## src/rtl/scoreboard_hazard.sv

```systemverilog
// Issue-stage register scoreboard: tracks pending vector/scalar write-backs and
// stalls decode on RAW/WAW hazards against entries that are not retiring this cycle.
module scoreboard_hazard #(
   parameter int WB_LAT = 3
) (
   input  logic        clk,
   input  logic        reset_n,
   input  logic        issue_valid,
   input  logic [2:0]  vsrc1,
   input  logic [2:0]  vsrc2,
   input  logic        vsrc1_use,
   input  logic        vsrc2_use,
   input  logic [2:0]  ssrc,
   input  logic        ssrc_use,
   input  logic [2:0]  dir_dest,
   input  logic        reg_wrv,
   input  logic        reg_wrs,
   output logic        stall,
   output logic        bubble,
   output logic [7:0]  busy_v,
   output logic [7:0]  busy_s,
   output logic [15:0] stall_cnt
);

   localparam logic [1:0] LAT = 2'(WB_LAT);

   logic [1:0]  cnt_v [8];
   logic [1:0]  cnt_s [8];
   logic [7:0]  blk_v;
   logic [7:0]  blk_s;
   logic [15:0] stall_cnt_q;
   logic        accept;

   // An entry with cnt==1 writes back this cycle, so it no longer blocks.
   always_comb begin
      for (int i = 0; i < 8; i++) begin
         blk_v[i] = busy_v[i] && (cnt_v[i] > 2'd1);
         blk_s[i] = busy_s[i] && (cnt_s[i] > 2'd1);
      end
   end

   assign stall = issue_valid &&
                  ((vsrc1_use && blk_v[vsrc1]) ||
                   (vsrc2_use && blk_v[vsrc2]) ||
                   (ssrc_use  && blk_s[ssrc])  ||
                   (reg_wrv   && blk_v[dir_dest]) ||
                   (reg_wrs   && blk_s[dir_dest]));

   assign bubble    = stall;
   assign accept    = issue_valid && !stall;
   assign stall_cnt = stall_cnt_q;

   // Allocation takes priority over retirement of the same entry.
   always_ff @(posedge clk or negedge reset_n) begin
      if (!reset_n) begin
         busy_v      <= '0;
         busy_s      <= '0;
         stall_cnt_q <= '0;
         for (int i = 0; i < 8; i++) begin
            cnt_v[i] <= '0;
            cnt_s[i] <= '0;
         end
      end else begin
         for (int i = 0; i < 8; i++) begin
            if (accept && reg_wrv && (dir_dest == 3'(i))) begin
               busy_v[i] <= 1'b1;
               cnt_v[i]  <= LAT;
            end else if (busy_v[i]) begin
               if (cnt_v[i] == 2'd1) begin
                  busy_v[i] <= 1'b0;
                  cnt_v[i]  <= 2'd0;
               end else begin
                  cnt_v[i] <= cnt_v[i] - 2'd1;
               end
            end

            if (accept && reg_wrs && (dir_dest == 3'(i))) begin
               busy_s[i] <= 1'b1;
               cnt_s[i]  <= LAT;
            end else if (busy_s[i]) begin
               if (cnt_s[i] == 2'd1) begin
                  busy_s[i] <= 1'b0;
                  cnt_s[i]  <= 2'd0;
               end else begin
                  cnt_s[i] <= cnt_s[i] - 2'd1;
               end
            end
         end

         if (stall && (stall_cnt_q != 16'hFFFF))
            stall_cnt_q <= stall_cnt_q + 16'd1;
      end
   end

endmodule

```

## config.mk

```make
export PLATFORM = sky130hd
export DESIGN_NAME = scoreboard_hazard
export DESIGN_NICKNAME = d
export VERILOG_FILES = /design/src/rtl/scoreboard_hazard.sv
export SDC_FILE = /design/constraint.sdc
export NUM_CORES = 1
export LEC_CHECK = 0
export ABC_AREA = 1
export BUFFER_PORTS_ARGS = -buffer_cell sky130_fd_sc_hd__buf_2
export CORE_ASPECT_RATIO = 0.5
export CORE_UTILIZATION = 62
export DETAILED_ROUTE_END_ITERATION = 8
export PLACE_DENSITY = 0.85
export SETUP_SLACK_MARGIN = 0.15
export SLEW_MARGIN = 20
export SYNTH_ARGS = -nofsm -noshare
export SYNTH_HDL_FRONTEND = slang
export SYNTH_SLANG_ARGS = --single-unit
```

## constraint.sdc

```tcl
create_clock -name clk -period 5.4 [get_ports clk]
set_clock_uncertainty 0.05 [all_clocks]
set_input_delay 0.54 -clock clk [delete_from_list [all_inputs] [get_ports clk]]
set_output_delay 0.54 -clock clk [all_outputs]
set_load 0.01 [all_outputs]
```

* Yosys cells after proc, flatten, opt, wreduce, memory -nomap -nowiden
Index checks and enable logic that the tools add are counted.
** Operators by class
- Mux-type cells :: 106
- Add/subtract/negate cells :: 17
- Order comparisons :: 20
- Equal/unequal tests :: 24
- Reductions and logical operators :: 64
** Operator list (count)
- $mux W2 :: 48
- $mux W1 :: 53
- $logic_and A1 B1 Y1 :: 42
- $eq A2 B1 Y1 const B :: 16
- $gt A2 B1 Y1 const B :: 16
- $reduce_bool A2 Y1 :: 16
- $sub A2 B1 Y2 const B :: 16
- $add A16 B1 Y16 const B :: 1
- $lt A3 B4 Y1 const B :: 4
- $ne A16 B16 Y1 const B :: 1
- $bmux W1 S3 :: 5
- $eq A3 B3 Y1 const B :: 4
- $eq A3 B2 Y1 const B :: 2
- $logic_or A1 B1 Y1 :: 4
- $eq A3 B1 Y1 const B :: 1
- $logic_not A3 Y1 :: 1
- $logic_not A1 Y1 :: 1
** Word-level totals
- Output and inout bits :: 34
- Flip-flop bits (word level) :: 64

* Longest topological paths before layout
Gate-level depths: netlist of the first run.
- Depth in word-level cells :: 15
- Mapped depth :: 17
- Mapped depth without buffers :: 16

* Worst setup path after synthesis of the first run
Ideal clock, no wire load.
- Path type :: input to output
- From :: input dir_dest[0]
- To :: output stall
- Slack :: 3.075 ns
- Stages on the path :: 12
- Buffers on the path :: 2
- Data arrival time :: 1.735 ns
- Path through :: nor2_1 -> nand2_1 -> nand2_1 -> nor2_1 -> nand2_1 -> nand2_1 -> nand2_1 -> nand3_2 -> nor2_4 -> buf_6 -> nor2_1 -> buf_4
** Between the ends
- Word-level cells in the longest chain between the ends :: 6
- Elaborated cells on any way between the ends :: 9
** Ends and longest elaborated chain
- start: declaration :: RTL line 15 : input logic [2:0] dir_dest,
- $bmux W1 S3 :: RTL line 46 : (reg_wrv && blk_v[dir_dest]) ||
- $mux W1 (implied by the code) :: RTL line 46
- $logic_and A1 B1 Y1 :: RTL line 46
- $logic_or A1 B1 Y1 :: RTL line 45 : (ssrc_use && blk_s[ssrc]) ||
- $logic_or A1 B1 Y1 * :: RTL line 46
- $logic_and A1 B1 Y1 * :: RTL line 42 : assign stall = issue_valid &&
- end: declaration :: RTL line 18 : output logic stall,
Mark *: on every way between the ends. The rest lies on a longest branch, timed or not. The select of a mux whose other input is x is not followed.

* Worst setup path after layout of the first run
- From :: register cnt_v[7] (netlist name)
- To :: output stall
** Between the ends
- Word-level cells in the longest chain between the ends :: 10
- Elaborated cells on any way between the ends :: 16
** Ends and longest elaborated chain
- start: declaration :: RTL line 27 : logic [1:0] cnt_v [8];
- start signal: indexed assignment :: RTL line 73 : cnt_v[i] <= cnt_v[i] - 2'd1;
- $gt A2 B1 Y1 * :: RTL line 37 : blk_v[i] = busy_v[i] && (cnt_v[i] > 2'd1);
- $logic_and A1 B1 Y1 * :: RTL line 37
- $bmux W1 S3, on equally long branches :: RTL line 43, 44
- $mux W1, on equally long branches :: RTL line 43, 44
- $logic_and A1 B1 Y1, on equally long branches :: RTL line 43, 44
- $logic_or A1 B1 Y1 :: RTL line 43 : ((vsrc1_use && blk_v[vsrc1]) ||
- $logic_or A1 B1 Y1 :: RTL line 44 : (vsrc2_use && blk_v[vsrc2]) ||
- $logic_or A1 B1 Y1 * :: RTL line 45
- $logic_or A1 B1 Y1 * :: RTL line 46
- $logic_and A1 B1 Y1 * :: RTL line 42
Marks and branches as above.

==> impl_summary.txt, run 1 <==
----------------------------------------------------
[Critical path]
  Setup crit end kind ... output pin
  Depth of the worst register-to-register path ... 7
  Largest fanout on the critical path ... 17
  Critical path data arrival time ... 2340 ps
  Data required time at the worst endpoint ... 4810 ps
  Kind of start point of the critical path ... register
  Critical Setup Path Class ... register to output pin
  Reg-to-Reg Start ... stall_cnt[1]$_DFFE_PN0P_
  FF-to-FF End ... stall_cnt[8]$_DFFE_PN0P_
  Flop2flop setup slack ... 3050 ps

[Logic synthesis]
  Synth Area in Compound Gates ... 4.63%
  Sequential element share of the synthesized area ... 41.1%
  Synthesized flop and latch total ... 64
  Post-synth net total ... 557
  Number of distinct library cells after synthesis ... 28
  Post-synthesis xor/xnor area fraction ... 2.93%
  Post-Synth Adder-Cell Area ... 5.46%
  Dominant combinational cell family by area after synthesis ... simple AND/OR/NAND/NOR gates
  Syn Area/Cell ... 7.49 um2
  Predominant post-synthesis flop cell ... sky130_fd_sc_hd__dfrtp_1
  Synthesized-area fraction occupied by and/or/nand/nor cells ... 36.3%
  Synthesized netlist cell count ... 520
  Async set or reset register ratio after synthesis ... 100%
  Yosys warnings ... 0
  Post-synthesis cell area ... 3890 um2
  Count of flip-flops with a built-in enable after synthesis ... 0
  Mux share of post-synthesis cell area ... 0%

[Flow run]
  Number of max-cap violations ... 0

[Final layout]
  Layout Nets ... 611
  Post-synthesis to final-layout area growth ... 15.2%
  Fraction of layout cells with a size suffix above 1 ... 14.7%
  Final std cells w/o fill ... 663
  Commonest non-fill, non-tap cells in the layout ... sky130_fd_sc_hd__nand2_1, sky130_fd_sc_hd__inv_1, sky130_fd_sc_hd__dfrtp_1
  Final cell utilization of the core ... 78.0%
  Number of antenna cells inserted ... 0
  Leading cell type in the layout, fill and taps excluded ... sky130_fd_sc_hd__nand2_1

[Clocking]
  CTS tree ... done
  Buffers inserted by post-CTS timing repair ... 0
  TritonCTS Buffers ... 9
  H-tree depth ... 3
  Count of instances resized after the clock tree is built ... 0
  Clock-pin slew reported for the worst setup and hold paths after clock tree synthesis ... 50 ps
  Clock network latency to the later pin of the worst-skew pair ... 330 ps
  Max Buffers Root-to-Sink ... 2
  Root buffer cell ... sky130_fd_sc_hd__clkbuf_16
  Clock net sink count ... 64
  Number of hold-repair buffers added at the cts stage ... 0

[STA]
  Final clock period utilization by the worst path ... 54.3%
  Pins over their slew limit ... 0
  Rel. slew slack ... 46.8%
  Sum Neg Setup Slack ... 0 ps
  Highest Clock Rate ... 341 MHz
  Measured slew at the worst slew-check pin ... 798 ps
  Unrepaired setup endpoints after global routing ... false
  Final hold violation count ... 0
  Setup-failing EPs final ... 0
  Fin crit period ... 2930 ps

[Global routing]
  Overflow after GRT ... 0
  Maximum number of pins on one net before global-route repair ... 65
  Initial antenna violation count ... 0
  Wire length of the first global-routing pass ... 13.8 mm
  Vias in the first global route ... 3146
  Global-route total usage across every layer ... 27.4%

[Route]
  Mean number of vias per cell ... 5.29
  1st-pass router iterations ... 5
  Routed wire per std cell ... 12.2 um
  DRC violation count after routing ... 0
  Number of nets with antenna violations after routing ... 0
  Number of design-rule violations left by the first detailed-router iteration ... 201
  Routed Wire Length ... 8.07 mm
  DR vias ... 3504

[Die]
  Die span in x ... 114 um
  CORE AREA ... 5750 um2
  Number of ports placed on the die boundary ... 54
  Number of placement rows ... 19
  Initial core utilization ... 67.7%
  Die Span Y ... 58.0 um
  Die outline area ... 6620 um2

[Run status]
  Status ... complete, no violations

[Power and ir drop]
  Ratio of total power to cell area ... 438 nW/um2
  Max rail drop VDD ... 0.364 mV
  Lkg Pwr ... 2.55 nW
  Overall power ... 1.96 mW

[Hold path]
  Hold crit path type ... input port to async pin

[Place]
  PortBufs ... 53
  DP Wirelength ... 5.75 mm
  DP Cell Count ... 647
  Placer Congestion ... 0.895

----------------------------------------------------
[layer usage]
metal | vias to the layer above | wire length [um] | track usage [%]
li1 | 1773 | - | -
met1 | 1598 | 3710 | 34.5
met2 | 116 | 3740 | 45.7
met3 | 17 | 478 | 8.37
met4 | 0 | 129 | 9.46
met5 | - | 0 | 0
[kinds of logic after synthesis]
logic type               after synthesis
AND/OR/NAND/NOR                      302
buffers and inverters                 88
flip-flops                            64
AO/OA/AOI/OAI                         36
adder cells (fa/ha/maj)               17
XOR/XNOR                              13
[critical path, stage by stage (launching register included)]
cell and delay (ps):
sky130_fd_sc_hd__dfrtp_1 370, sky130_fd_sc_hd__inv_1 70, sky130_fd_sc_hd__ha_1 130, sky130_fd_sc_hd__inv_1 50
sky130_fd_sc_hd__nand3_1 160, sky130_fd_sc_hd__nand2_1 70, sky130_fd_sc_hd__nand2_1 70, sky130_fd_sc_hd__nor2_1 40
sky130_fd_sc_hd__nand2_1 50, sky130_fd_sc_hd__nand2_1 50, sky130_fd_sc_hd__nand2_1 80, sky130_fd_sc_hd__nand3_2 100
sky130_fd_sc_hd__nor2_4 430, sky130_fd_sc_hd__nor2_1 160, sky130_fd_sc_hd__buf_2 180
[report_power, final]
group          internal (mW)  switching [mW]  total [mW]
registers              0.644           0.128       0.772
clock network          0.368           0.202       0.570
logic                  0.240           0.381       0.621
total                   1.25           0.711        1.96
[how the worst max path moves through the flow]
stage                               from  endpoint  slack (ps)
floorplan                    dir_dest[0]     stall        3070
global placement             dir_dest[0]     stall        2710
detailed placement           dir_dest[0]     stall        2650
CTS                 cnt_v[7]$_DFFE_PN0P_     stall        2470
global route        cnt_v[1]$_DFFE_PN0P_    bubble        2260
finish              cnt_v[7]$_DFFE_PN0P_     stall        2470
[area by class of cell]
class | instances | area (um2)
clock buffers | 11 | 243
clock inverters | 5 | 56.3
fillers | 449 | 1270
inverters | 77 | 289
multi-input cells | 368 | 1920
flip-flops and latches | 64 | 1600
well taps | 84 | 105
repair buffers | 54 | 273
[cells in the mapped netlist (7+ instances only)]
master	count	area (um2)
sky130_fd_sc_hd__inv_1	77	289
sky130_fd_sc_hd__xor2_1	12	105
sky130_fd_sc_hd__nand3_1	41	205
sky130_fd_sc_hd__nor3_1	7	35.0
sky130_fd_sc_hd__nand4_1	25	156
sky130_fd_sc_hd__nor2_1	34	128
sky130_fd_sc_hd__nand2_1	174	653
sky130_fd_sc_hd__ha_1	17	213
sky130_fd_sc_hd__o21ai_0	16	80.1
sky130_fd_sc_hd__nand4_2	7	87.6
sky130_fd_sc_hd__a21oi_1	20	100
sky130_fd_sc_hd__dfrtp_1	64	1600
[registers in the layout, indices dropped and copies added (netlist names)]
register   count
busy_v         8
cnt_v         16
stall_cnt     16
cnt_s         16
busy_s         8
[metrics by stage]
stage	hold WS (ps)	instance area, um2	worst slack (ps)
floorplan	194	3890	3070
global placement	437	4190	2710
detailed placement	441	4190	2650
CTS	350	4490	2470
global route	390	4490	2260
finish	306	4490	2470
Power figures use the tool's default switching activity.
==> run 2, diff against run 1 <==
- CORE_UTILIZATION: 62 -> 52
- PLACE_DENSITY: 0.85 -> 0.76
- clock period: 5.4 -> 2.5 ns (I/O delays scaled with it)
==> run 2 against run 1 <==
  * Count of clock-buffer cells in the layout shrank 1
  * Critical path depth shrank 2
  * Register-to-register slack lost 2700 ps
  * Sequential share of layout area shrank 2.2 points
  * Worst setup slack lost 2200 ps
  * Sequential power grew 120%
  * Non-clock buffer count grew 11
  * Clock power grew to 2.6 times the previous value
  * Hold slack lost 36 ps
  * Global-route usage shrank 3.4 points
  * Cell area grew 6.5%
  * Highest routed layer unchanged
==> impl_summary.txt, run 2 (synthesized netlist as in run 1, its figures left out) <==
----------------------------------------------------
[Global routing]
  Initial antenna violation count ... 1
  Wire length of the first global-routing pass ... 14.7 mm
  Maximum number of pins on one net before global-route repair ... 65
  Global-route total usage across every layer ... 24.0%
  Vias in the first global route ... 3214
  Overflow after GRT ... 0

[Die]
  Die Span Y ... 63.2 um
  Number of placement rows ... 21
  Initial core utilization ... 55.9%
  Die outline area ... 7860 um2
  Die span in x ... 124 um
  Number of ports placed on the die boundary ... 54
  CORE AREA ... 6960 um2

[STA]
  Fin crit period ... 2250 ps
  Setup-failing EPs final ... 0
  Sum Neg Setup Slack ... 0 ps
  Highest Clock Rate ... 444 MHz
  Fin Hold WS ... 270 ps
  Pins over their slew limit ... 0
  Final clock period utilization by the worst path ... 90.2%
  Rel. slew slack ... 72.7%
  Unrepaired setup endpoints after global routing ... false
  Final hold violation count ... 0
  Measured slew at the worst slew-check pin ... 408 ps

[Place]
  PortBufs ... 53
  Placer Congestion ... 0.822
  DP Wirelength ... 6.21 mm

[Route]
  Number of nets with antenna violations after routing ... 0
  1st-pass router iterations ... 5
  DR vias ... 3549
  Number of design-rule violations left by the first detailed-router iteration ... 263
  Routed Wire Length ... 8.83 mm
  DRC violation count after routing ... 0
  Routed wire per std cell ... 13.0 um
  Mean number of vias per cell ... 5.20

[Hold path]
  Hold worst-path end ... cnt_v[0]$_DFFE_PN0P_
  Hold crit path type ... input port to register
  Number of cells traversed by the worst hold path ... 3
  Startpoint of the worst hold path ... reg_wrv

[Clocking]
  H-tree depth ... 3
  CTS tree ... done
  Max Buffers Root-to-Sink ... 2
  Clock net sink count ... 64
  Root buffer cell ... sky130_fd_sc_hd__clkbuf_16
  Clock-pin slew reported for the worst setup and hold paths after clock tree synthesis ... 60 ps
  TritonCTS Buffers ... 9
  Clock network latency to the later pin of the worst-skew pair ... 340 ps

[Run status]
  Status ... complete, no violations

[Critical path]
  Critical Setup Path Class ... register to output pin
  Chain of cells forming the critical path ... inv_1 -> ha_1 -> inv_1 -> nand3_2 -> nand2_1 -> nand3_1 -> nand3b_1 -> nand3_1 -> nand2_2 -> nor2_4 -> nor2_4 -> buf_6
  Depth of the worst register-to-register path ... 14
  Flop2flop setup slack ... 370 ps
  Critical path data arrival time ... 1950 ps
  FF-to-FF End ... stall_cnt[15]$_DFFE_PN0P_
  Family with the most delay on the worst path ... simple AND/OR/NAND/NOR gates
  Data required time at the worst endpoint ... 2200 ps
  Setup crit end kind ... output pin
  Largest stage delay, worst path ... 370 ps
  Worst Path Buf+Inv ... 3
  Reg-to-Reg Start ... cnt_s[12]$_DFFE_PN0P_
  Kind of start point of the critical path ... register
  Stages on the worst setup path ... 12
  Largest fanout on the critical path ... 3
  Slowest-stage cell, CP ... sky130_fd_sc_hd__dfrtp_1

[Final layout]
  Fraction of layout cells with a size suffix above 1 ... 20.3%
  Post-synthesis to final-layout area growth ... 22.7%
  Number of antenna cells inserted ... 0
  Layout Nets ... 622
  Commonest non-fill, non-tap cells in the layout ... sky130_fd_sc_hd__nand2_1, sky130_fd_sc_hd__inv_1, sky130_fd_sc_hd__dfrtp_1
  Leading cell type in the layout, fill and taps excluded ... sky130_fd_sc_hd__nand2_1

[Power and ir drop]
  Max rail drop VDD ... 0.479 mV
  Lkg Pwr ... 2.64 nW
  Ratio of total power to cell area ... 976 nW/um2

[Flow run]
  Number of max-cap violations ... 0

----------------------------------------------------
[run 2: metrics by stage]
step / power, mW / instances / worst slack [ps] / utilization (%) / area (um2)
global placement: 2.94 / 659 / 431 / 60.9 / 4240
CTS: 4.54 / 677 / 167 / 66.3 / 4620
finish: 4.66 / 682 / 245 / 68.6 / 4780
floorplan: 2.62 / 520 / 486 / - / 3890
detailed placement: 3.01 / 659 / 377 / 60.9 / 4240
global route: 5.05 / 682 / 133 / 68.6 / 4780
[run 2: worst max-delay path by stage]
stage	startpoint	endpoint	slack [ps]
after floorplan	cnt_v[6]$_DFFE_PN0P_	stall	490
after global placement	dir_dest[0]	bubble	430
after detailed placement	cnt_v[3]$_DFFE_PN0P_	bubble	380
after CTS	cnt_v[0]$_DFFE_PN0P_	bubble	170
after global routing	cnt_s[3]$_DFFE_PN0P_	stall	130
final	cnt_v[15]$_DFFE_PN0P_	bubble	250
[run 2: cell type report]
type / instances / area, um2
Inverter: 77 / 289
Clock buffer: 10 / 239
Timing Repair Buffer: 65 / 387
Clock inverter: 6 / 115
Sequential cell: 64 / 1600
Tap cell: 92 / 115
Fill cell: 585 / 2190
Multi-Input combinational cell: 368 / 2030
[run 2: tightest hold or removal path, cell delays in order]
cell and delay [ps]:
sky130_fd_sc_hd__buf_2 180, sky130_fd_sc_hd__nand4_2 140, sky130_fd_sc_hd__nand2_1 50
[run 2: routing by layer]
metal / part of all wire (%) / GRT usage (%) / vias up
li1: - / - / 1802
met1: 48 / 32.2 / 1648
met2: 44 / 36.5 / 87
met3: 5.8 / 7.14 / 12
met4: 1.5 / 9.34 / 0
met5: 0 / 0 / -
[run 2: power breakdown]
| group | leakage (nW) | switching [mW] | internal (mW) |
|---|---|---|---|
| registers | 0.808 | 0.315 | 1.39 |
| clock network | 0.169 | 0.474 | 1.01 |
| logic | 1.66 | 0.873 | 0.604 |
| total | 2.64 | 1.66 | 3.00 |
[run 2: timing repair]
| item | in CTS | in global routing |
|---|---|---|
| setup endpoints to repair | 2 | 14 |
| hold buffers | 1 | 0 |
| resized for setup | 2 | 28 |
| pin swaps | 1 | 8 |
| hold endpoints to repair | 64 | 0 |
| buffers inserted | 1 | 5 |
| gates cloned | 0 | 0 |
